[src/rtl/score_disp_pkg.sv]
// ----------------------------------------------------------------------------
// score_disp_pkg
// Shared definitions for the 13-segment score display:
//   SEG_W      - width of the segment bus (bit12 = a ... bit0 = m, 1 = lit)
//   SEG_PAT    - segment patterns for decimal digits 0..9
//   SEG_BLANK  - all segments off
//   state_e    - binary-to-BCD converter FSM states
//   pow10()    - 10^n, used for the compile-time overflow limit
// ----------------------------------------------------------------------------
package score_disp_pkg;

    localparam int SEG_W = 13;

    localparam logic [SEG_W-1:0] SEG_BLANK = 13'h0000;

    localparam logic [SEG_W-1:0] SEG_PAT [0:9] = '{
        13'h1FFE,  // 0
        13'h1F00,  // 1
        13'h1DBB,  // 2
        13'h1FD7,  // 3
        13'h1F1D,  // 4
        13'h17F7,  // 5
        13'h17FF,  // 6
        13'h1F06,  // 7
        13'h1FFF,  // 8
        13'h1F1F   // 9
    };

    typedef enum logic [1:0] {
        IDLE   = 2'd0,
        SHIFT  = 2'd1,
        COMMIT = 2'd2
    } state_e;

    function automatic logic [63:0] pow10(input int n);
        logic [63:0] r;
        r = 64'd1;
        for (int i = 0; i < n; i++) begin
            r = r * 64'd10;
        end
        return r;
    endfunction

endpackage

[src/rtl/seg13_decode.sv]
// ----------------------------------------------------------------------------
// seg13_decode
// Combinational BCD nibble to 13-segment pattern lookup.
// Ports:
//   nibble_i  in  4      BCD digit; values 10..15 decode to all-off
//   blank_i   in  1      force all segments off
//   seg_o     out SEG_W  segment pattern, bit12 = a ... bit0 = m, 1 = lit
// ----------------------------------------------------------------------------
module seg13_decode
    import score_disp_pkg::*;
(
    input  logic [3:0]       nibble_i,
    input  logic             blank_i,
    output logic [SEG_W-1:0] seg_o
);

    always_comb begin
        seg_o = SEG_BLANK;
        if (!blank_i) begin
            case (nibble_i)
                4'd0:    seg_o = SEG_PAT[0];
                4'd1:    seg_o = SEG_PAT[1];
                4'd2:    seg_o = SEG_PAT[2];
                4'd3:    seg_o = SEG_PAT[3];
                4'd4:    seg_o = SEG_PAT[4];
                4'd5:    seg_o = SEG_PAT[5];
                4'd6:    seg_o = SEG_PAT[6];
                4'd7:    seg_o = SEG_PAT[7];
                4'd8:    seg_o = SEG_PAT[8];
                4'd9:    seg_o = SEG_PAT[9];
                default: seg_o = SEG_BLANK;
            endcase
        end
    end

endmodule

[src/rtl/score_seg13_scan.sv]
// ----------------------------------------------------------------------------
// score_seg13_scan
// Multi-digit 13-segment score display driver. A binary score captured on
// 'load' is converted to packed BCD by a sequential double-dabble (one bit
// per clock), committed to bcd_out, and time-multiplexed onto a shared
// segment bus with one-hot digit enables.
//
// Parameters:
//   BIN_W        width of the binary score
//   NUM_DIGITS   number of displayed decimal digits (1..8)
//   REFRESH_DIV  clocks each digit stays lit before the scan advances
//
// Ports:
//   clk        in   1             rising-edge clock
//   rst_n      in   1             asynchronous active-low reset
//   score_bin  in   BIN_W         binary score, sampled on an accepted load
//   load       in   1             conversion request, accepted only in IDLE
//   busy       out  1             conversion in progress
//   overflow   out  1             last committed score exceeded 10^N-1
//   bcd_out    out  4*NUM_DIGITS  committed BCD, digit 0 in [3:0]
//   seg        out  13            pattern for the active digit
//   digit_en   out  NUM_DIGITS    one-hot active digit, bit 0 = LSD
//
// Build option:
//   SCORE_SEG13_LZ_BLANK_EN  when defined, digits above the highest non-zero
//                            committed digit are blanked (digit 0 never is).
// ----------------------------------------------------------------------------
module score_seg13_scan
    import score_disp_pkg::*;
#(
    parameter int BIN_W       = 14,
    parameter int NUM_DIGITS  = 4,
    parameter int REFRESH_DIV = 50000
) (
    input  logic                    clk,
    input  logic                    rst_n,
    input  logic [BIN_W-1:0]        score_bin,
    input  logic                    load,
    output logic                    busy,
    output logic                    overflow,
    output logic [4*NUM_DIGITS-1:0] bcd_out,
    output logic [SEG_W-1:0]        seg,
    output logic [NUM_DIGITS-1:0]   digit_en
);

    localparam int BCD_W    = 4 * NUM_DIGITS;
    localparam int CNT_W    = (REFRESH_DIV > 1) ? $clog2(REFRESH_DIV) : 1;
    localparam int IDX_W    = (NUM_DIGITS > 1) ? $clog2(NUM_DIGITS) : 1;
    localparam int BITCNT_W = $clog2(BIN_W + 1);

    localparam logic [63:0]         OVF_LIMIT = pow10(NUM_DIGITS);
    localparam logic [CNT_W-1:0]    CNT_LAST  = CNT_W'(REFRESH_DIV - 1);
    localparam logic [IDX_W-1:0]    IDX_LAST  = IDX_W'(NUM_DIGITS - 1);
    localparam logic [BITCNT_W-1:0] BIT_LAST  = BITCNT_W'(BIN_W - 1);
    localparam logic [BCD_W-1:0]    ALL_NINES = {NUM_DIGITS{4'h9}};

    // Converter state
    state_e                state_q;
    logic [BIN_W-1:0]      bin_q;
    logic [BCD_W-1:0]      scratch_q;
    logic [BCD_W-1:0]      scratch_adj;
    logic [BCD_W-1:0]      scratch_d;
    logic [BITCNT_W-1:0]   bit_cnt_q;
    logic                  ovf_pend_q;
    logic                  busy_q;
    logic                  ovf_q;
    logic [BCD_W-1:0]      bcd_q;

    // Scan state
    logic [CNT_W-1:0]      cnt_q;
    logic [IDX_W-1:0]      idx_q;
    logic [SEG_W-1:0]      seg_q;
    logic [NUM_DIGITS-1:0] digit_en_q;
    logic [3:0]            cur_nibble;
    logic                  cur_blank;
    logic [SEG_W-1:0]      cur_seg;

    // One double-dabble step: add 3 to every nibble >= 5, then shift the next
    // binary MSB in. Carries out of the top nibble are dropped; they only occur
    // for scores that overflow and are replaced by all-nines at commit.
    always_comb begin
        scratch_adj = scratch_q;
        for (int i = 0; i < NUM_DIGITS; i++) begin
            if (scratch_q[4*i +: 4] >= 4'd5) begin
                scratch_adj[4*i +: 4] = scratch_q[4*i +: 4] + 4'd3;
            end
        end
        scratch_d = {scratch_adj[BCD_W-2:0], bin_q[BIN_W-1]};
    end

    always_ff @(posedge clk or negedge rst_n) begin
        if (!rst_n) begin
            state_q    <= IDLE;
            bin_q      <= '0;
            scratch_q  <= '0;
            bit_cnt_q  <= '0;
            ovf_pend_q <= 1'b0;
            busy_q     <= 1'b0;
            ovf_q      <= 1'b0;
            bcd_q      <= '0;
        end else begin
            case (state_q)
                IDLE: begin
                    if (load) begin
                        bin_q      <= score_bin;
                        scratch_q  <= '0;
                        bit_cnt_q  <= '0;
                        ovf_pend_q <= (64'(score_bin) >= OVF_LIMIT);
                        busy_q     <= 1'b1;
                        state_q    <= SHIFT;
                    end
                end
                SHIFT: begin
                    scratch_q <= scratch_d;
                    bin_q     <= bin_q << 1;
                    bit_cnt_q <= bit_cnt_q + 1'b1;
                    if (bit_cnt_q == BIT_LAST) begin
                        state_q <= COMMIT;
                    end
                end
                COMMIT: begin
                    bcd_q   <= ovf_pend_q ? ALL_NINES : scratch_q;
                    ovf_q   <= ovf_pend_q;
                    busy_q  <= 1'b0;
                    state_q <= IDLE;
                end
                default: begin
                    busy_q  <= 1'b0;
                    state_q <= IDLE;
                end
            endcase
        end
    end

    assign cur_nibble = bcd_q[32'(idx_q) * 4 +: 4];

`ifdef SCORE_SEG13_LZ_BLANK_EN
    // lz_blank[i] is set when digit i and every digit above it are zero;
    // digit 0 is excluded so a zero score still shows a single "0".
    logic [NUM_DIGITS-1:0] lz_blank;
    logic                  run_zero;

    always_comb begin
        lz_blank = '0;
        run_zero = 1'b1;
        for (int i = NUM_DIGITS - 1; i >= 1; i--) begin
            run_zero    = run_zero && (bcd_q[4*i +: 4] == 4'd0);
            lz_blank[i] = run_zero;
        end
    end

    assign cur_blank = lz_blank[idx_q];
`else
    assign cur_blank = 1'b0;
`endif

    seg13_decode u_decode (
        .nibble_i (cur_nibble),
        .blank_i  (cur_blank),
        .seg_o    (cur_seg)
    );

    // seg and digit_en are registered from the same index in the same cycle,
    // so the bus never shows one digit's pattern under another's enable.
    always_ff @(posedge clk or negedge rst_n) begin
        if (!rst_n) begin
            cnt_q      <= '0;
            idx_q      <= '0;
            seg_q      <= SEG_BLANK;
            digit_en_q <= '0;
        end else begin
            if (cnt_q == CNT_LAST) begin
                cnt_q <= '0;
                idx_q <= (idx_q == IDX_LAST) ? '0 : idx_q + 1'b1;
            end else begin
                cnt_q <= cnt_q + 1'b1;
            end
            seg_q      <= cur_seg;
            digit_en_q <= NUM_DIGITS'(1) << idx_q;
        end
    end

    assign busy     = busy_q;
    assign overflow = ovf_q;
    assign bcd_out  = bcd_q;
    assign seg      = seg_q;
    assign digit_en = digit_en_q;

endmodule

[config.mk]
export PLATFORM = sky130hd
export DESIGN_NAME = score_seg13_scan
export DESIGN_NICKNAME = d
export VERILOG_FILES = /design/src/rtl/score_disp_pkg.sv /design/src/rtl/seg13_decode.sv /design/src/rtl/score_seg13_scan.sv
export SDC_FILE = /design/constraint.sdc
export NUM_CORES = 1
export LEC_CHECK = 0
export BUFFER_PORTS_ARGS = -buffer_cell sky130_fd_sc_hd__buf_2
export CORE_ASPECT_RATIO = 1.1
export CORE_MARGIN = 2
export CORE_UTILIZATION = 55
export DETAILED_ROUTE_END_ITERATION = 12
export GPL_TIMING_DRIVEN = 1
export PLACE_DENSITY = 0.76
export SYNTH_ARGS = -nofsm -noshare
export SYNTH_HDL_FRONTEND = slang
export SYNTH_SLANG_ARGS = --single-unit
[constraint.sdc]
create_clock -name clk -period 4.8 [get_ports clk]
set_input_delay 0 -clock clk [delete_from_list [all_inputs] [get_ports clk]]
set_output_delay 0 -clock clk [all_outputs]
set_load 0.05 [all_outputs]
# Word level (Yosys, flattened, before mapping)
# Memories as Yosys holds them, arrays and structs flattened. A register that Yosys moved wholly into a read port is not among the register bits.
# Index checks and enable logic that the tools add are counted.
dict set report op_classes {
  addsub 7
  multipliers 0
  div 0
  order_cmp 5
  eq_ne 7
  shifts 2
  muxes 18
  bitwise 1
  reduce_logical 7
}
# operator n
set op_table {}
lappend op_table {{$mux W16} 3}
lappend op_table {{$pmux W16 S2} 1}
lappend op_table {{$pmux W14 S2} 1}
lappend op_table {{$add A16 B1 Y16 const B} 1}
lappend op_table {{$eq A16 B16 Y1 const B} 1}
lappend op_table {{$ge A4 B3 Y1 const B} 4}
lappend op_table {{$mux W4} 4}
lappend op_table {{$shiftx A16 B5 Y4} 1}
lappend op_table {{$ge A14 B14 Y1 const B} 1}
lappend op_table {{$mux W14} 1}
lappend op_table {{$add A4 B2 Y4 const B} 3}
lappend op_table {{$pmux W4 S2} 1}
lappend op_table {{$reduce_and A2 Y1} 4}
lappend op_table {{$mux W2} 3}
lappend op_table {{$add A4 B1 Y4 const B} 1}
lappend op_table {{$eq A2 B2 Y1 const B} 2}
lappend op_table {{$eq A4 B4 Y1 const B} 1}
lappend op_table {{$ne A2 B2 Y1 const B} 2}
lappend op_table {{$pmux W2 S2} 1}
lappend op_table {{$shl A1 B2 Y4 const A} 1}
lappend op_table {{$add A3 B2 Y3 const B} 1}
lappend op_table {{$mux W3} 1}
lappend op_table {{$add A2 B1 Y2 const B} 1}
lappend op_table {{$eq A2 B1 Y1 const B} 1}
lappend op_table {{other kinds (6)} 6}
dict set report totals {
  reg_bits 77
  latch_bits 0
  ram_bits 0
  mem_bits_ro 208
  input_bits 17
  out_inout_bits 35
  wordCells 59
  mem_count 1
}
# name depth word_bits read_ports rd_ports_with_merged_regs write_ports line
set memory_table {}
lappend memory_table {{(name not given)} 16 13 1 1 0 seg13_decode.sv:20} ;# case (nibble_i)

# Depth between registers and ports, before layout
# Gate-level depths: netlist (run 1).
dict set report logic_depth {
  ltp_word 3
  mapped_depth 7
  depth_no_buf 6
}

# Cells and area by module
# Synthesis (run 1) repeated with hierarchy kept, for this count alone.
dict set report unflattened {
  cells_unflattened 416
  area_unflattened_um2 4282.9
}
# mod instances cells_per_inst area_each_um2 seq_area_each_um2
set by_module_without_submodules {}
lappend by_module_without_submodules {score_seg13_scan 1 374 4006.3 2252.2}
lappend by_module_without_submodules {seg13_decode 1 42 276.5 0.0}

# Worst setup path before layout (run 1)
# Ideal clock, no wire load.
dict set report synth_path {
  kind {register to register}
  from {register bcd_q[4], in the netlist bcd_out[4]}
  to {register seg_q[5], in the netlist seg[5]}
  setup_time_ns 0.129
  t_arrival_ns 1.789
  t_required_ns 4.671
  path_slack_ns 2.882
  stages_incl_launch_ff 6
  n_path_buf 0
  synth_period_minus_slack_ns 1.918
  cell_sequence {dfrtp_1 -> mux4_1 -> inv_1 -> ha_1 -> mux2i_1 -> o22ai_1}
}
dict set report synth_between {
  elab_chain_cells 1
}
# element line
set synth_rtl {}
lappend synth_rtl {{start, declared} score_seg13_scan.sv:67} ;# logic [BCD_W-1:0] bcd_q;
lappend synth_rtl {{start signal, assigned} score_seg13_scan.sv:122} ;# bcd_q <= ovf_pend_q ? ALL_NINES : scratch_q;
lappend synth_rtl {{$shiftx A16 B5 Y4} score_seg13_scan.sv:135} ;# assign cur_nibble = bcd_q[32'(idx_q) * 4 +: 4];
lappend synth_rtl {{end, declared} score_seg13_scan.sv:72} ;# logic [SEG_W-1:0] seg_q;
# Every way passes these cells.
# A chain may end at the register's enable or synchronous reset.

# Worst setup path in the final report (run 1)
dict set report layout_path {
  from {register state_q[0]}
  to {register ovf_q, in the netlist overflow}
}
dict set report layout_between {
  elab_chain_cells 1
}
# element line
set layout_rtl {}
lappend layout_rtl {{start, declared} score_seg13_scan.sv:58} ;# state_e state_q;
lappend layout_rtl {{start signal, assigned} score_seg13_scan.sv:93} ;# state_q <= IDLE;
lappend layout_rtl {{start signal, assigned} score_seg13_scan.sv:110} ;# state_q <= SHIFT;
lappend layout_rtl {{start signal, assigned} score_seg13_scan.sv:118} ;# state_q <= COMMIT;
lappend layout_rtl {{$eq A2 B2 Y1} score_seg13_scan.sv:102} ;# case (state_q)
lappend layout_rtl {{end signal, assigned} score_seg13_scan.sv:123} ;# ovf_q <= ovf_pend_q;
lappend layout_rtl {{end, declared} score_seg13_scan.sv:66} ;# logic ovf_q;
# Every way passes these cells.

==> flow_results.org, run 1 <==
** Synthesis
- The most common cell in the synthesized netlist is sky130_fd_sc_hd__dfrtp_1.
- Ranked by total cell area, the synthesized netlist is headed by sky130_fd_sc_hd__dfrtp_1 (52%), sky130_fd_sc_hd__ha_1 (5.9%), sky130_fd_sc_hd__o21ai_0 (5.2%).
- Portion of synthesized cell area occupied by the leading cell type :: 51.9%
- Prevailing post-synth register cell :: sky130_fd_sc_hd__dfrtp_1
- The Yosys step of the flow raised 0 warnings.
- Synth Net Count :: 449
- Combined area of all synthesized cells :: 4240 um2
- Register bit total from synthesis :: 88
- Leading post-synthesis cells by instance count :: sky130_fd_sc_hd__dfrtp_1 (88), sky130_fd_sc_hd__nand2_1 (50), sky130_fd_sc_hd__o21ai_0 (44)
- Proportion of synthesized chip area in sequential cells :: 51.9%
- In this run, distinct cell masters in the synthesized netlist total 46.
- Number of flops mapped to enable cells by yosys :: 0
- FFs w/ async S/R, synth :: 100%
- Avg Inst Size Synth :: 10.3 um2
- Library cell occupying the most area in the post-synthesis netlist :: sky130_fd_sc_hd__dfrtp_1
- The cell count after synthesis came out at 412.

** Clocking
- Post-CTS Resized :: 0
- The clock passes through at most 2 buffers.
- Number of buffers inserted by post-CTS setup repair :: 0
- Max H-tree Level :: 3
- Clock tree sinks :: 88
- In this run, post-CTS hold repair placed 15 buffers.
- Post-CTS clock slew at the launch and capture registers of the worst setup and hold paths :: 80 ps
- TritonCTS built the clock tree.
- For the worst-skew pair, the clock arrives at the later sink with an insertion delay of 350 ps.
- The number of clock buffers added by TritonCTS is 9.
- Library cell used as clock root buffer :: sky130_fd_sc_hd__clkbuf_8

** Placed design
- Worst-case setup slack after placement :: 2650 ps
- In this run the tool buffered the top-level ports with 51 buffer cells.
- Total placed cells including tap cells :: 546
- HPWL after DPL :: 5.58 mm
- Final RePlAce weighted congestion :: 0.812

** Critical path
- Arrival time reported for the critical path endpoint :: 2380 ps
- In this run the register-to-register setup slack is 2650 ps.
- In this run the worst path has a maximum fanout of 33.
- Data on the critical path is required at its endpoint by 5040 ps.
- STA classifies the critical path startpoint as a flop.
- By startpoint and endpoint, the worst setup path is classified as flop to flop.
- STA classifies the critical path endpoint as a flop.

** Route
- For this run, design rule violations remaining after detail routing come to 0.
- The detailed router finished its first iteration with 137 violations.
- For this run, the detailed router's first-pass iteration total came to 4.
- Wire length per cell :: 14.2 um
- In the routed layout, each cell is associated on average with a via count of 5.42.
- Final ANT Viol Nets :: 0
- For this block, the via count after detailed routing is 3,125.
- Total wire length :: 8.20 mm

** Power and ir drop
- In this run the static leakage power is 0.00221 uW.
- Power density relative to cell area :: 552 nW/um2
- Across the VDD grid, the largest voltage drop is 0.250 mV.

** Die
- The floorplan step defined a die boundary enclosing 8430 um2.
- Overall die height :: 96.1 um
- I/O pin count :: 52
- The core region is 7470 um2.
- The die is 87.7 um wide.
- The floorplan has 33 rows.
- Starting density of the core :: 56.7%

** Timing
- Clk_skew :: 12.6 ps
- Min setup slack post-route :: 2650 ps
- The worst pin sits at a relative slew slack of 20.6%.
- Dividing the final minimum period by the clock period gives 44.7%.
- The clock period could shrink to 2150 ps.
- Setup-violating endpoint count in the final report :: 0
- Based on the critical path, the design can be clocked at up to 466 MHz.
- Pins over their slew limit :: 0
- Setup TNS after final layout :: 0 ps
- The hold violation total from the final report came to 0.
- For the pin with the worst max-slew slack, the measured transition is 1190 ps.
- RSZ-0062 raised after global routing :: false

** Cells and area
- Layout overhead on the synthesized area :: 14.2%
- Diode count :: 0
- Final core area utilization :: 64.8%
- Area used by sequential logic in the layout :: 2200 um2
- Of the cells placed in the final design, the portion with a size suffix greater than 1 is 16.9%.
- Fill cells in the final layout number 608.
- Leaving out filler cells and counting taps, the final layout contains 577.
- The multi-input combinational cells in the finished layout cover a total of 1850 um2.
- Nets :: 504

** Global route
- For this run, the total global-route usage over all layers was measured as 21.7%.
- The first global-routing pass estimated 14.2 mm of wire.
- Entering global routing, the biggest net connects 50 pins.
- Sum of overflow across all layers after global routing :: 0
- Vias in the first global route :: 3,006
- Number of antenna violations at the first check in global routing :: 0

** Min path
- Type of the tightest min-delay check :: input port to flop

** Flow run
- The tool flagged a number of max-cap violations equal to 0.

** Status
- The run finished with clean final reports.
cells by family (layout without fill, tap and decap cells):
logic type	count (synthesis)	after routing	share of synthesized area, %
xor+xnor	19	19	3.92
flops	88	88	51.9
buf+inv	43	103	4.46
compound gates	97	97	13.7
fa+ha+maj	20	20	5.90
mux	12	12	4.25
simple gates	133	133	15.8
cells in the final DEF (no fill, tap or decap), types with 2 or more instances in the layout:
cell type / instances
sky130_fd_sc_hd__a21oi_1: 16
sky130_fd_sc_hd__a22o_1: 5
sky130_fd_sc_hd__a22oi_1: 12
sky130_fd_sc_hd__and3b_1: 2
sky130_fd_sc_hd__and4_1: 5
sky130_fd_sc_hd__buf_2: 50
sky130_fd_sc_hd__buf_4: 2
sky130_fd_sc_hd__clkbuf_1: 3
sky130_fd_sc_hd__clkbuf_8: 10
sky130_fd_sc_hd__clkinv_2: 2
sky130_fd_sc_hd__dfrtp_1: 88
sky130_fd_sc_hd__dlygate4sd3_1: 15
sky130_fd_sc_hd__ha_1: 20
sky130_fd_sc_hd__inv_1: 18
sky130_fd_sc_hd__mux2_2: 5
sky130_fd_sc_hd__mux2i_1: 3
sky130_fd_sc_hd__mux4_2: 3
sky130_fd_sc_hd__nand2_1: 50
sky130_fd_sc_hd__nand2b_1: 10
sky130_fd_sc_hd__nand3_1: 13
sky130_fd_sc_hd__nand4_1: 5
sky130_fd_sc_hd__nor2_1: 23
sky130_fd_sc_hd__nor2_2: 2
sky130_fd_sc_hd__nor2b_1: 9
sky130_fd_sc_hd__nor3_1: 6
sky130_fd_sc_hd__o211ai_1: 3
sky130_fd_sc_hd__o21ai_0: 44
sky130_fd_sc_hd__o21ai_1: 2
sky130_fd_sc_hd__o31ai_1: 9
sky130_fd_sc_hd__xnor2_1: 9
sky130_fd_sc_hd__xor2_1: 10
registers in the layout, summed over array words and instances, names as in the netlist:
signal / count
busy: 1
digit_en: 4
bin_q: 14
idx_q: 2
bcd_out: 16
bit_cnt_q: 4
scratch_q: 16
overflow: 1
ovf_pend_q: 1
cnt_q: 16
seg: 11
state_q: 2
final cells by class:
class                      instances  share of cell area (%)
inverter                          20                    1.55
clock buffer                      13                    3.07
multi-input combinational        281                    38.3
sequential                        88                    45.5
timing repair buffer              67                    8.58
clock inverter                     3                   0.362
tap                              105                    2.71
stage by stage:
| stage | cell area [um2] | hold slack (ps) | power [uW] |
|---|---|---|---|
| global placement | 4530 | -9.66 | 2180 |
| floorplan | 4240 | -296 | 1980 |
| global route | 4840 | 96.4 | 2890 |
| finish | 4840 | 97.9 | 2670 |
| CTS | 4840 | 73.8 | 2700 |
| detailed placement | 4530 | -6.14 | 2240 |
power breakdown:
part	switching, uW	internal (uW)	total (uW)
sequential	205	942	1150
combinational	684	397	1080
clock	244	201	445
total	1130	1540	2670
worst paths after layout:
check	from	cells after the start	end
max	state_q[0]	2	overflow
min	load	4	bin_q[11]
max reg2reg	state_q[0]	2	overflow
min reg2reg	cnt_q[0]	1	cnt_q[0]
max in group asynchronous	rst_n	3	bin_q[1]
min in group asynchronous	rst_n	2	seg[1]
critical path, stage by stage, from the launching register on:
cell,delay [ps]
sky130_fd_sc_hd__dfrtp_1,780
sky130_fd_sc_hd__nand2b_1,840
sky130_fd_sc_hd__mux2_2,410
layer usage:
layer  GRT usage [%]  up-vias  wire length [um]
met1            29.0     1509              3760
met2            34.8       74              4010
li1                -     1535                 -
met4            5.77        0                87
met3            6.09        7               345
met5               0        -                 0
Power figures use the tool's default switching activity.
==> run 2, diff against run 1 <==
--- a/config.mk
+++ b/config.mk
@@ -5,6 +5,7 @@
 export SDC_FILE = /design/constraint.sdc
 export NUM_CORES = 1
 export LEC_CHECK = 0
+export ABC_AREA = 1
 export BUFFER_PORTS_ARGS = -buffer_cell sky130_fd_sc_hd__buf_2
 export CORE_ASPECT_RATIO = 1.1
 export CORE_MARGIN = 2
==> constraint.sdc (replaced) <==
create_clock -name clk -period 2.25 [get_ports clk]
set_input_delay 0 -clock clk [delete_from_list [all_inputs] [get_ports clk]]
set_output_delay 0 -clock clk [all_outputs]
set_load 0.05 [all_outputs]
==> run 2 against run 1 <==
Register-to-register slack got worse by 2300 ps. Die area increased by 0.51%. Cell count increased by 19%. Combinational power up 120%. Count of clock-buffer cells in the layout decreased by 4. Global-route usage increased by 1.1 points. Hold slack better by 2.1 ps.
==> flow_results.org, run 2 <==
** Synthesis
- sky130_fd_sc_hd__nand2_1 is the most common cell in the netlist.
- By area the synthesized netlist is led by sky130_fd_sc_hd__dfrtp_1 (52%), sky130_fd_sc_hd__nand2_1 (12%), sky130_fd_sc_hd__ha_1 (5.9%).
- Register bit total from synthesis :: 88
- Warning count from the yosys run :: 0
- After synthesis, the largest family of logic cells by area is simple AND/OR/NAND/NOR gates.
- FFs w/ async S/R, synth :: 100%
- Post-Synth XOR/XNOR Area :: 2.88%
- By count the netlist is led by sky130_fd_sc_hd__nand2_1 (140), sky130_fd_sc_hd__dfrtp_1 (88), sky130_fd_sc_hd__inv_1 (56).
- Arithmetic-cell share of the synthesized area counting full adders, half adders and majority gates :: 5.87%
- In this run the cell area of the synthesized design comes to 4260 um2.
- After Yosys synthesis, and, or, nand and nor cells account for 23.3% of the synthesized area.
- Share of synthesized area spent on multiplexers :: 0%
- Post-synthesis compound-gate area fraction :: 9.28%
- Portion of synthesized cell area occupied by the leading cell type :: 51.7%
- In the synthesized netlist the dominant register cell turns out to be sky130_fd_sc_hd__dfrtp_1.
- The number of nets handed over by synthesis was 538.
- Counting flops with a built-in enable in the synthesized netlist gives 0.
- Proportion of synthesized chip area in sequential cells :: 51.7%
- A synthesized cell averages 8.51 um2.
- Library cell occupying the most area in the post-synthesis netlist :: sky130_fd_sc_hd__dfrtp_1
- Synth unique cells :: 26
- Instance count of the mapped netlist :: 501

** Route
- In the final routed layout, each cell accounts on average for 12.9 um.
- In this run the remaining antenna-violating nets after routing total 0.
- For this block, the routed nets add up to 8.83 mm of wire.
- The routed layout has 3,540 vias.
- Drt first pass iters :: 4
- DR iter-0 viols :: 204
- After detailed routing, the number of vias per cell comes to 5.18.
- In the routed design, unresolved DRC markers number 0.

** Timing
- Setup-violating endpoint count in the final report :: 0
- After layout, the worst path uses 86.2% of the clock period.
- The worst path in the final design needs a cycle of 1940 ps, including I/O delays and setup.
- For this run, the top clock speed supported by timing is 515 MHz.
- The clock arrives with 12.6 ps of skew.
- Transition time at the pin with the least slew margin :: 508 ps
- Setup repair after global routing left no endpoint under its margin.
- Normalized max-slew margin :: 66.1%
- The number of pins with negative max-slew slack in the final report was 0.
- Number of endpoints with negative hold slack in the final report :: 0
- Setup TNS after final layout :: 0 ps

** Clocking
- Post-CTS clock slew at the launch and capture registers of the worst setup and hold paths :: 90 ps
- Clock tree synthesis selected as its root buffer the cell sky130_fd_sc_hd__clkbuf_8.
- Clock latency at the later pin of the worst-skew pair :: 360 ps
- Cts bufs inserted :: 9
- The number of gates resized after CTS was 0.
- Max H-tree Level :: 3
- Hold buffers post-CTS :: 15
- The tree built by TritonCTS fans out to 88 sinks.
- Number of buffers inserted by post-CTS setup repair :: 0
- TritonCTS built the clock tree.
- Maximum number of buffers from clock root to sink :: 2

** Cells and area
- Non-filler cells in the finished layout :: 684
- Nets :: 611
- Commonest non-fill, non-tap cell in the layout :: sky130_fd_sc_hd__nand2_1
- Filler instances :: 574
- Of the cells placed in the final design, the portion with a size suffix greater than 1 is 15.0%.
- Post-layout instance area :: 5040 um2
- Layout overhead on the synthesized area :: 18.3%
- Leaving out fill and tap cells, the most frequent cells in the layout are sky130_fd_sc_hd__nand2_1 (140), sky130_fd_sc_hd__dfrtp_1 (88), sky130_fd_sc_hd__inv_1 (56).
- Diode count :: 0

** Placed design
- Port buffer count :: 51
- Once detailed placement completed, the half-perimeter wirelength came to 6.26 mm.
- The placed instances occupy a cell area of 4630 um2.
- In this run, placement finished with an instance count of 653.
- The congestion estimate from routability-driven global placement came to 0.868.

** Critical path
- Among the stages of the critical path, the cell type that occurs most often is sky130_fd_sc_hd__inv_1.
- Max stage delay cell, worst path :: sky130_fd_sc_hd__dfrtp_1
- Arrival time reported for the critical path endpoint :: 2200 ps
- Ordered cell list for the critical path :: inv_1, a21oi_1, a32oi_1, inv_1, ha_1, inv_1, nand3_1, nand3_1, nand2_1
- WP depth :: 9
- The worst setup path is launched from a flop.
- At the worst endpoint, the required time is 2510 ps.
- The critical path is of the flop to flop type.
- Grouping stages by cell kind, the critical path spends the most delay in flip-flops.
- Largest fanout on the critical path :: 7
- For this run, the slowest stage of the critical path takes 470 ps.
- Number of cells traversed by the worst register-to-register path :: 9
- STA classifies the critical path endpoint as a flop.
- In this run the worst setup path begins at idx_q[1].
- Source of the worst register-to-register timing path :: idx_q[1]
- Counting both buffers and inverters, the worst setup path holds a total of 3.

** Power and ir drop
- The analysis attributes to cell leakage a power of 0.00259 uW.
- Part of the power in combinational logic :: 38.6%
- Net switching is 41.2% of the power.
- Net switching power figure :: 2530 uW
- The share of total power dissipated in sequential elements is 38.0%.
- Fraction of power consumed by the clock network :: 23.4%
- The completed layout was analyzed and its total power is 6130 uW.
- Peak ir drop on the vdd network :: 0.635 mV
- Power spread over the standard cell area amounts to 1220 nW/um2.
- Cell internal power was estimated by the tool at 3600 uW.

** Global route
- Sum of overflow across all layers after global routing :: 0
- The first global-routing pass estimated 15.1 mm of wire.
- The number of antenna violations at the first check in global routing is 0.
- Entering global routing, the biggest net connects 41 pins.
- The via count of the first global-routing pass is 3,416.
- GRT Overall Usage :: 22.7%

** Die
- Area of the core region :: 7470 um2
- The floorplan step set the die height to 96.3 um.
- Site Rows :: 33
- 52 I/O pins were placed.
- Starting density of the core :: 57.0%
- The die covers 8470 um2.
- Die width :: 87.9 um

** Status
- Result of the run :: finished, final reports clean

** Min path
- Type of the tightest min-delay check :: input port to flop
- Along the worst hold path, the cell count comes to 5.
- Worst hold start :: load

** Flow run
- Number of max-capacitance violations reported :: 0
## run 2: area by class of cell
| type | count | area [um2] | area share, % |
|---|---|---|---|
| Sequential cell | 88 | 2200 | 43.7 |
| Clock inverter | 7 | 141 | 2.80 |
| Timing Repair Buffer | 72 | 453 | 8.98 |
| Tap cell | 105 | 131 | 2.61 |
| Clock buffer | 9 | 124 | 2.46 |
| Multi-Input combinational cell | 342 | 1760 | 34.9 |
| Inverter | 61 | 229 | 4.54 |
## run 2: worst paths after layout
| check | slack, ps | endpoint |
|---|---|---|
| worst max-delay path | 310 | seg[5] |
| worst min-delay path | 100 | bin_q[0] |
| worst max register to register | 310 | seg[5] |
| worst min register to register | 490 | bin_q[0] |
| max in group asynchronous | 1410 | scratch_q[6] |
| min in group asynchronous | 150 | cnt_q[6] |
## run 2: worst register-to-register path: cells and delay by family, from the launching register on
family | cells | cell delay [ps]
AO/OA/AOI/OAI | 2 | 350
buffers and inverters | 3 | 430
AND/OR/NAND/NOR | 3 | 270
adder cells (fa/ha/maj) | 1 | 330
flip-flops | 1 | 470
## run 2: logic make-up (layout without fill, tap and decap cells)
group           Yosys count  in the layout
compound gates           69             69
xor+xnor                 14             14
fa+ha+maj                20             20
buf+inv                  71            149
flops                    88             88
simple gates            239            239
## run 2: per-layer routing
layer	vias to the layer above	global-route usage (%)	wire, um
li1	1742	-	-
met1	1688	28.0	3900
met2	90	39.3	4310
met3	20	3.17	424
met4	0	10.5	193
met5	-	0	0
## run 2: stage by stage
stage / hold WS, ps / util (%) / setup slack (ps)
floorplan: -296 / - / 435
global placement: 10.3 / 61.9 / 447
detailed placement: 9.55 / 61.9 / 346
CTS: 104 / 67.5 / 328
global route: 118 / 67.5 / 147
finish: 100 / 67.5 / 310
## run 2: power groups by stage
stage | logic [uW] | registers, uW | clock network, uW
global route | 2660 | 2380 | 1520
CTS | 2380 | 2330 | 1450
floorplan | 1330 | 2820 | 0
finish | 2370 | 2330 | 1430
detailed placement | 2350 | 2360 | 0
global placement | 2290 | 2350 | 0
